File: config.mk
export PLATFORM = sky130hd
export DESIGN_NAME = score_argmax
export DESIGN_NICKNAME = d
export VERILOG_FILES = /design/src/rtl/score_argmax.sv
export SDC_FILE = /design/constraint.sdc
export NUM_CORES = 1
export LEC_CHECK = 0
export ABC_AREA = 0
export CAP_MARGIN = 15
export CORE_ASPECT_RATIO = 2
export CORE_MARGIN = 2
export CORE_UTILIZATION = 57
export DETAILED_ROUTE_END_ITERATION = 16
export PLACE_DENSITY = 0.91
export SKIP_CTS_REPAIR_TIMING = 1
export SLEW_MARGIN = 10
export SYNTH_ARGS = -nofsm -noshare
export SYNTH_HDL_FRONTEND = slang
export SYNTH_SLANG_ARGS = --single-unit
File: constraint.sdc
create_clock -name clk -period 3.6 [get_ports clk]
set_input_delay 0.36 -clock clk [delete_from_list [all_inputs] [get_ports clk]]
set_output_delay 0.36 -clock clk [all_outputs]
set_load 0.01 [all_outputs]
File: src/rtl/score_argmax.sv
// -----------------------------------------------------------------------------
// score_argmax
//   Classification stage fed by the neuron-score adder. Tracks the running
//   maximum of NUM_CLASSES signed scores per frame and publishes the winning
//   class index and its score once per completed frame.
//
//   Ports:
//     clk          in   single clock, rising edge
//     GlobalReset  in   synchronous, active-low reset
//     Score_In     in   signed score for the current class
//     Score_Valid  in   Score_In valid this cycle (always accepted)
//     Frame_Clear  in   synchronous abort of the partial frame
//     Class_Out    out  index of the maximum score of the last frame
//     Max_Score    out  maximum score of the last frame
//     Class_Valid  out  one-cycle pulse when Class_Out/Max_Score update
//     Busy         out  high while a frame is partially received
//
//   Optional build macro:
//     ARGMAX_INPUT_REG_EN  registers Score_In/Score_Valid/Frame_Clear once
//                          before the core (adds one cycle to all latencies)
// -----------------------------------------------------------------------------
module score_argmax #(
    parameter int DATA_W      = 26,
    parameter int NUM_CLASSES = 10,
    parameter int IDX_W       = 4
) (
    input  logic                     clk,
    input  logic                     GlobalReset,
    input  logic signed [DATA_W-1:0] Score_In,
    input  logic                     Score_Valid,
    input  logic                     Frame_Clear,
    output logic        [IDX_W-1:0]  Class_Out,
    output logic signed [DATA_W-1:0] Max_Score,
    output logic                     Class_Valid,
    output logic                     Busy
);

    typedef enum logic {S_IDLE = 1'b0, S_ACCUM = 1'b1} state_t;

    localparam logic [IDX_W-1:0] LAST_IDX = IDX_W'(NUM_CLASSES - 1);

    logic signed [DATA_W-1:0] w_score;
    logic                     w_vld;
    logic                     w_clr;

    // ---- input stage (p0) ----
`ifdef ARGMAX_INPUT_REG_EN
    logic signed [DATA_W-1:0] r_score_p0;
    logic                     r_vld_p0;
    logic                     r_clr_p0;

    // Clear travels with the data so clear/valid ordering is preserved.
    always_ff @(posedge clk) begin
        if (!GlobalReset) begin
            r_score_p0 <= '0;
            r_vld_p0   <= 1'b0;
            r_clr_p0   <= 1'b0;
        end else begin
            r_score_p0 <= Score_In;
            r_vld_p0   <= Score_Valid;
            r_clr_p0   <= Frame_Clear;
        end
    end

    assign w_score = r_score_p0;
    assign w_vld   = r_vld_p0;
    assign w_clr   = r_clr_p0;
`else
    assign w_score = Score_In;
    assign w_vld   = Score_Valid;
    assign w_clr   = Frame_Clear;
`endif

    state_t                   r_state;
    state_t                   w_state_nxt;
    logic        [IDX_W-1:0]  r_cnt;
    logic        [IDX_W-1:0]  w_cnt_nxt;
    logic signed [DATA_W-1:0] r_best_score;
    logic        [IDX_W-1:0]  r_best_idx;
    logic        [IDX_W-1:0]  r_class_out;
    logic signed [DATA_W-1:0] r_max_score;
    logic                     r_class_valid;

    logic                     w_first;
    logic                     w_gt;
    logic                     w_last;
    logic signed [DATA_W-1:0] w_cand_score;
    logic        [IDX_W-1:0]  w_cand_idx;
    logic                     w_emit;

    // ---- compare stage (core) ----
    // The first score of a frame loads unconditionally; later scores replace
    // only on a strict signed greater-than, so ties keep the lower index.
    always_comb begin
        w_first      = (r_state == S_IDLE);
        w_gt         = (w_score > r_best_score);
        w_cand_score = r_best_score;
        w_cand_idx   = r_best_idx;
        if (w_first) begin
            w_cand_score = w_score;
            w_cand_idx   = '0;
        end else if (w_gt) begin
            w_cand_score = w_score;
            w_cand_idx   = r_cnt;
        end
        // With a single class the state never leaves IDLE: every score ends a frame.
        w_last = (NUM_CLASSES == 1) ? 1'b1 : (!w_first && (r_cnt == LAST_IDX));
    end

    // Next-state logic: clear dominates a coincident valid score.
    always_comb begin
        w_state_nxt = r_state;
        w_cnt_nxt   = r_cnt;
        if (w_clr) begin
            w_state_nxt = S_IDLE;
            w_cnt_nxt   = '0;
        end else if (w_vld) begin
            if (w_last) begin
                w_state_nxt = S_IDLE;
                w_cnt_nxt   = '0;
            end else begin
                w_state_nxt = S_ACCUM;
                w_cnt_nxt   = r_cnt + 1'b1;
            end
        end
    end

    // Output decode.
    always_comb begin
        w_emit      = w_vld && !w_clr && w_last;
        Class_Out   = r_class_out;
        Max_Score   = r_max_score;
        Class_Valid = r_class_valid;
        Busy        = (r_state == S_ACCUM);
    end

    // ---- result stage ----
    always_ff @(posedge clk) begin
        if (!GlobalReset) begin
            r_state       <= S_IDLE;
            r_cnt         <= '0;
            r_best_score  <= '0;
            r_best_idx    <= '0;
            r_class_out   <= '0;
            r_max_score   <= '0;
            r_class_valid <= 1'b0;
        end else begin
            r_state       <= w_state_nxt;
            r_cnt         <= w_cnt_nxt;
            r_class_valid <= w_emit;
            if (w_vld && !w_clr) begin
                r_best_score <= w_cand_score;
                r_best_idx   <= w_cand_idx;
            end
            if (w_emit) begin
                r_class_out <= w_cand_idx;
                r_max_score <= w_cand_score;
            end
        end
    end

endmodule

# --- After elaboration in Yosys (flattened, before gate mapping) ---
# Index checks and enable logic that the tools add are counted.
totals:
  word_cells: 22
  inputBits: 30
  ff_bits: 66
op_classes:
  n_eq_ne: 1
  reduce_logical: 5
  add_sub_neg: 1
  n_bitwise: 1
  muxes: 6
  n_lt_le_gt_ge: 1
op_table:
  columns: ["op", "count"]
  rows:
  - ["$mux W26", 2]
  - ["$gt A26 B26 Y1", 1]
  - ["$mux W4", 3]
  - ["$add A4 B1 Y4 const B", 1]
  - ["$eq A4 B4 Y1 const B", 1]
  - ["$logic_and A1 B1 Y1", 3]
  - ["$reduce_or A2 Y1", 1]
  - ["$logic_not A1 Y1", 1]
  - ["$mux W1", 1]
  - ["$not A1 Y1", 1]

# --- Depth between registers and ports, before layout ---
# Gate-level depths: netlist of run 1.
logic_depth:
  depth_word: 3
  depth_mapped: 12

# --- Worst setup path before layout of run 1 ---
# Ideal clock, no wire load.
synth_path:
  kind: "input port to flip-flop"
  startpoint: "in Score_In[25]"
  endpoint: "reg r_best_score[10]"
  arrival_time_ps: 2324
  stages: 11
  path_slack_ps: 1205
  n_path_buf: 3
  cell_sequence: "ha_1 and4_1 and4_1 and3_1 buf_2 nor2b_2 o21ai_4 a21boi_2 buf_6 buf_6 mux2i_1"
synth_via:
  elab_chain_cells: 3
synth_rtl:
  columns: ["item", "line_no", "rtl"]
  rows:
  - ["from (decl)", "29", "input logic signed [DATA_W-1:0] Score_In,"]
  - ["$gt A26 B26 Y1", "96", "w_gt = (w_score > r_best_score);"]
  - ["$mux W26", "102", "end else if (w_gt) begin"]
  - ["$mux W26", "99", "if (w_first) begin"]
  - ["to (signal assigned)", "152", "r_best_score <= w_cand_score;"]
  - ["to (decl)", "78", "logic signed [DATA_W-1:0] r_best_score;"]
# No other way between the ends.
# A chain may end at the register's enable or synchronous reset.

# --- Final worst setup path of run 1 ---
layout_path:
  startpoint: "in Score_In[25]"
  endpoint: "reg r_best_score[25]"
layout_via:
  elab_chain_cells: 3
layout_rtl:
  columns: ["item", "line_no"]
  rows:
  - ["$gt A26 B26 Y1", "96"]
  - ["$mux W26", "102"]
  - ["$mux W26 (*)", "99"]
# Every way passes the cells marked *; elsewhere a longest branch is shown, timed or not.

==> results of run 1 <==
layout by cell type, fill, tap and decap left out, types with 2 or more instances in the layout:
| cell | count |
|---|---|
| o21ai_1 | 19 |
| nor2_1 | 14 |
| and2_1 | 2 |
| ha_1 | 28 |
| nand2b_1 | 3 |
| nor2b_1 | 3 |
| nor4_1 | 2 |
| dfxtp_1 | 66 |
| buf_12 | 2 |
| nand4_1 | 4 |
| clkbuf_8 | 3 |
| and3_1 | 3 |
| o41ai_1 | 8 |
| a21oi_1 | 11 |
| clkdlybuf4s50_1 | 60 |
| inv_1 | 28 |
| o221ai_1 | 3 |
| a31oi_1 | 18 |
| clkbuf_1 | 2 |
| a211oi_1 | 2 |
| clkbuf_16 | 9 |
| buf_4 | 9 |
| and4_1 | 6 |
| nand3_1 | 31 |
| clkinv_2 | 2 |
| xor2_1 | 2 |
| a21o_1 | 3 |
| o21ai_0 | 35 |
| nand2_1 | 69 |
| nor3_1 | 10 |
| mux2i_1 | 28 |
critical path: cells and delay by family:
family / cells / cell delay [ns]
simple gates: 4 / 1.01
compound gates: 2 / 0.39
buf+inv: 2 / 0.74
mux: 1 / 0.21
fa+ha+maj: 1 / 0.42
cell usage after synthesis:
master / number
and4b_1: 1
o211ai_1: 1
o221ai_1: 3
o21a_1: 1
o21ai_0: 35
a2111oi_2: 1
nor4_1: 2
clkbuf_1: 22
o21ai_4: 1
nor3_1: 10
o31ai_1: 1
and4_1: 6
nor3b_4: 1
a211oi_1: 2
buf_6: 3
o21ai_1: 19
buf_2: 5
nand2_1: 69
a21boi_2: 1
a21o_1: 3
and3_1: 3
nor2b_2: 1
inv_1: 28
o41ai_1: 8
nand3_1: 31
nor2_1: 14
nand2b_1: 3
nor2b_1: 3
o22ai_1: 1
xor2_1: 2
a21oi_1: 11
a31oi_1: 18
nand4_1: 4
and4b_4: 1
mux2i_1: 28
and2_1: 2
ha_1: 28
dfxtp_1: 66
a221oi_1: 1
buf_1: 2
flip-flops by register name, summed over array words and instances, names as in the netlist:
signal	cells
r_best_score	26
Class_Out	4
r_best_idx	4
Busy	1
r_cnt	4
Class_Valid	1
Max_Score	26
layout make-up:
type / instances / area, sq um
clock buffer: 14 / 274
clock inverter: 2 / 10.0
fill: 480 / 1640
inverter: 28 / 105
multi-input combinational: 316 / 2030
sequential: 66 / 1320
tap: 86 / 108
timing repair buffer: 72 / 713
metal layers:
layer	vias to the layer above	GRT usage, %
li1	1666	-
met1	1599	31.6
met2	125	47.5
met3	24	6.98
met4	0	14.5
met5	-	0
kinds of logic after synthesis:
| group | share of synthesized area [%] |
|---|---|
| compound gates | 18.1 |
| mux | 7.78 |
| fa+ha+maj | 9.73 |
| simple gates | 20.2 |
| buf+inv | 7.05 |
| flops | 36.7 |
| xor+xnor | 0.486 |
through the flow:
step	cell area (sq um)	hold slack [ns]	setup WS, ns	power (W)
after floorplan	3600	0.447	1.20	0.000936
after global placement	4280	0.453	0.555	0.00102
after detailed placement	4280	0.461	0.405	0.00103
after CTS	4570	0.474	0.739	0.00186
after global routing	4570	0.491	0.600	0.00192
final	4570	0.470	0.720	0.00185
report_power, final:
group | leakage [nW] | switching, W | internal (W)
sequential | 0.535 | 0.0000153 | 0.000748
combinational | 1.04 | 0.000151 | 0.000108
clock | 0.143 | 0.000308 | 0.000520
total | 1.72 | 0.000473 | 0.00138
path summary, 6_finish.rpt:
path | end | cells past startpoint | slack [ns]
max reg2reg | r_best_score[25]$_SDFFE_PN0P_ | 10 | 0.83
min | Max_Score[11]$_SDFFE_PN0P_ | 2 | 0.47
min reg2reg | Max_Score[11]$_SDFFE_PN0P_ | 2 | 0.47
max | r_best_score[25]$_SDFFE_PN0P_ | 10 | 0.72
==> flow_metrics.py, run 1 <==
metrics = {
    "floorplan": {
        "coreArea_sq_um": 6210,
        "die_h_um": 116,
        "initial_core_util_pct": 58.0,
        "fp-row-count": 41,
        "ioPinCount": 62,
        "die_area_sq_um": 7010,
        "dieWidth_um": 60.2,
    },
    "cts": {
        "htree_levels": 3,
        "cts_sinks": 66,
        "clk_path_buf_depth": 2,
        "path_clk_slew_ns": 0.05,
        "numCtsBuffers": 9,
        "clk_latency_ns": 0.34,
        "cts-root-buf": "clkbuf_16",
        "cts_tree": "yes",
    },
    "place": {
        "dp_hpwl_um": 6090,
        "gp_congestion": 0.882,
        "port_buffers": 61,
        "dp_cells": 568,
    },
    "finish": {
        "nets": 551,
        "final_util_pct": 73.6,
        "area_growth_pct": 26.7,
        "drive_gt1_share_pct": 6.43,
        "diodes": 0,
        "fin_cells": 584,
    },
    "critical_path": {
        "crit_type": "input pin to flop",
        "crit_top_cell": "and4_1",
        "required_ns": 3.86,
        "crit_path_max_incr_delay_ns": 0.47,
        "start_kind": "input pin",
        "r2r_start": "r_best_score[25]$_SDFFE_PN0P_",
        "critical_path_peak_fanout": 10,
        "startpoint": "Score_In[25]",
        "end_kind": "flop",
        "crit_chain": "clkdlybuf4s50_1 -> ha_1 -> and4_1 -> and4_1 -> and3_1 -> nor2b_2 -> o21ai_4 -> a21boi_4 -> buf_4 -> mux2i_1",
        "cp.arrival_ns": 3.14,
        "crit_path_top_delay_cell": "clkdlybuf4s50_1",
    },
    "global_route": {
        "gr-usage-all-layers_pct": 28.1,
        "gr-total-overflow": 0,
        "antenna_found_initial": 0,
        "grt_pass1_wl_um": 14900,
        "grt_pass1_vias": 3251,
        "grt_start_max_net_pins": 63,
    },
    "sta": {
        "slew_viol_final": 0,
        "worst_pin_slew_ns": 0.679,
        "tns_ns": 0,
        "hold_viol": 0,
        "setup_viol": 0,
        "rsz0062_at_grt": "false",
        "final.setup_skew_ns": 0.00618,
        "fmax_mhz": 347,
        "period_share_pct": 80.0,
        "min_period_ns": 2.88,
        "slew-limit-headroom_pct": 54.7,
    },
    "logic_synthesis": {
        "ys_warn_count": 0,
        "ys_seq_area_share_pct": 36.7,
        "synthesis.nets": 500,
        "synthCells": 442,
        "syn_avg_cell_area_sq_um": 8.15,
        "ys_ff_latch": 66,
        "ys_types": 40,
        "synth_top_area_share_pct": 36.7,
        "yosys.area.top_type": "dfxtp_1",
        "synthTopCellsByArea": "dfxtp_1, ha_1, mux2i_1, nand2_1, o21ai_0",
        "synthesis.area_sq_um": 3600,
    },
    "hold_path": {
        "min_from": "Max_Score[11]$_SDFFE_PN0P_",
        "hold_class": "flop to flop",
    },
    "drt": {
        "viasPerCell": 5.85,
        "drt_wl_total_um": 8980,
        "first_pass_iters": 7,
        "drtAntennaViolNets": 0,
        "first_iter_violations": 194,
        "routedWlPerCell_um": 15.4,
        "drt-met1-wl_um": 3530,
        "drc_errors": 0,
        "num_vias": 3414,
        "wl_met3_um": 497,
        "top_layer_used": "met4",
        "wl_met2_um": 4700,
    },
    "outcome": {
        "status": "finished, final reports clean",
    },
    "power_and_ir_drop": {
        "power.leakage_nw": 1.72,
        "power_density_nw_per_um2": 405,
        "vdd_drop_max_mv": 0.374,
    },
    "run": {
        "maxCapViolations": 0,
    },
}
No activity file was read; power rests on OpenSTA's default activity.
==> run 2: changes to the inputs <==
--- a/config.mk
+++ b/config.mk
@@ -9,9 +9,9 @@
 export CAP_MARGIN = 15
 export CORE_ASPECT_RATIO = 2
 export CORE_MARGIN = 2
-export CORE_UTILIZATION = 57
+export CORE_UTILIZATION = 53
 export DETAILED_ROUTE_END_ITERATION = 16
-export PLACE_DENSITY = 0.91
+export PLACE_DENSITY = 0.86
 export SKIP_CTS_REPAIR_TIMING = 1
 export SLEW_MARGIN = 10
 export SYNTH_ARGS = -nofsm -noshare
==> constraint.sdc (replaced) <==
create_clock -name clk -period 2.97 [get_ports clk]
set_input_delay 0.297 -clock clk [delete_from_list [all_inputs] [get_ports clk]]
set_output_delay 0.297 -clock clk [all_outputs]
set_load 0.01 [all_outputs]
==> flow_metrics.py, run 2 (synthesis results as in run 1) <==
metrics = {
    "outcome": {
        "status": "finished, final reports clean",
    },
    "sta": {
        "min_period_ns": 2.63,
        "setup_viol": 0,
        "rsz0062_at_grt": "false",
        "fmax_mhz": 381,
        "period_share_pct": 88.4,
        "slew_viol_final": 0,
        "final.setup_skew_ns": 0.00508,
        "timing.hold.ws_ns": 0.419,
        "worst_pin_slew_ns": 0.558,
        "hold_viol": 0,
        "slew-limit-headroom_pct": 62.6,
        "tns_ns": 0,
    },
    "floorplan": {
        "ioPinCount": 62,
        "die_h_um": 121,
        "die_area_sq_um": 7510,
        "dieWidth_um": 62.3,
        "fp-row-count": 42,
        "initial_core_util_pct": 54.4,
        "coreArea_sq_um": 6620,
    },
    "finish": {
        "nets": 561,
        "drive_gt1_share_pct": 8.66,
        "fin_cells": 596,
        "final_cell_mix": "nand2_1, dfxtp_1, clkdlybuf4s50_1",
        "final_design_area_no_fill_sq_um": 4690,
        "diodes": 0,
        "layout_commonest_cell": "nand2_1",
        "area_growth_pct": 30.2,
    },
    "place": {
        "postPlaceCellArea_sq_um": 4370,
        "port_buffers": 61,
        "dp_cells": 580,
        "gp_congestion": 0.840,
        "dp_hpwl_um": 6640,
    },
    "hold_path": {
        "hold_class": "input pin to flop",
    },
    "critical_path": {
        "crit_type": "input pin to flop",
        "cpLargestDelayFamily": "compound AO/OA/AOI/OAI gates",
        "cp.arrival_ns": 2.83,
        "start_kind": "input pin",
        "required_ns": 3.17,
        "path_buf_inv": 2,
        "crit_top_cell": "o21ai_0",
        "end_kind": "flop",
        "crit_path_max_incr_delay_ns": 0.48,
        "crit_chain": "clkdlybuf4s50_1 -> ha_1 -> a21oi_1 -> o21ai_0 -> a2111oi_2 -> and4b_4 -> o21a_1 -> buf_12 -> o21ai_0 -> o221ai_1",
        "critical_path_peak_fanout": 20,
        "crit_path_top_delay_cell": "clkdlybuf4s50_1",
    },
    "drt": {
        "drtAntennaViolNets": 0,
        "drt_wl_total_um": 9490,
        "routedWlPerCell_um": 15.9,
        "first_iter_violations": 303,
        "first_pass_iters": 8,
        "viasPerCell": 5.95,
        "num_vias": 3549,
        "drc_errors": 0,
    },
    "global_route": {
        "gr-total-overflow": 0,
        "gr-usage-all-layers_pct": 26.2,
        "grt_pass1_wl_um": 15600,
        "grt_pass1_vias": 3520,
        "grt_start_max_net_pins": 57,
        "antenna_found_initial": 0,
    },
    "cts": {
        "cts_sinks": 66,
        "numCtsBuffers": 9,
        "clk_latency_ns": 0.34,
        "cts_tree": "yes",
        "clk_path_buf_depth": 2,
        "htree_levels": 3,
        "path_clk_slew_ns": 0.06,
        "cts-root-buf": "clkbuf_16",
    },
    "power_and_ir_drop": {
        "power_density_nw_per_um2": 509,
        "vdd_drop_max_mv": 0.420,
        "power.leakage_nw": 1.78,
    },
    "run": {
        "maxCapViolations": 0,
    },
}
[run 2: cell count changes in the layout (fill, tap and decap cells not counted)]
cell        delta
buf_12         +1
buf_4          +9
bufinv_16      +2
clkbuf_1       -2
clkbuf_8       -3
clkinv_4       +1
clkinvlp_4     +2
[run 2: power by group]
part,internal [W],switching (W)
clock,0.000732,0.000401
sequential,0.000906,0.0000170
combinational,0.000145,0.000187
total,0.00178,0.000605
[run 2: path summary, 6_finish.rpt]
path | cells past startpoint | endpoint | from | slack [ns]
setup reg to reg | 10 | r_best_idx[1]$_SDFFE_PN0P_ | r_best_score[3]$_SDFFE_PN0P_ | 0.42
setup / recovery | 10 | r_best_idx[1]$_SDFFE_PN0P_ | Score_In[9] | 0.34
hold / removal | 2 | Class_Valid$_SDFF_PN0_ | GlobalReset | 0.42
hold reg to reg | 2 | Max_Score[7]$_SDFFE_PN0P_ | Max_Score[7]$_SDFFE_PN0P_ | 0.46
[run 2: stage by stage]
| step | setup slack (ns) | power (W) | util (%) |
|---|---|---|---|
| floorplan | 0.585 | 0.00113 | - |
| detailed placement | 0.0520 | 0.00127 | 66.0 |
| global route | 0.112 | 0.00246 | 70.8 |
| CTS | 0.356 | 0.00239 | 70.8 |
| finish | 0.345 | 0.00239 | 70.8 |
| global placement | 0.0999 | 0.00126 | 66.0 |
[run 2: per-layer routing]
layer  track usage, %  share of wire, %
met2             49.5                55
met3             4.74               4.7
met5                0                 0
met1             25.3                36
met4             17.6               4.5
[run 2: area by class of cell]
class | instances | area [sq um]
Clock buffer | 9 | 225
Clock inverter | 7 | 93.8
Fill cell | 550 | 1930
Inverter | 28 | 105
Multi-Input combinational cell | 316 | 2030
Sequential cell | 66 | 1320
Tap cell | 88 | 110
Timing Repair Buffer | 82 | 801
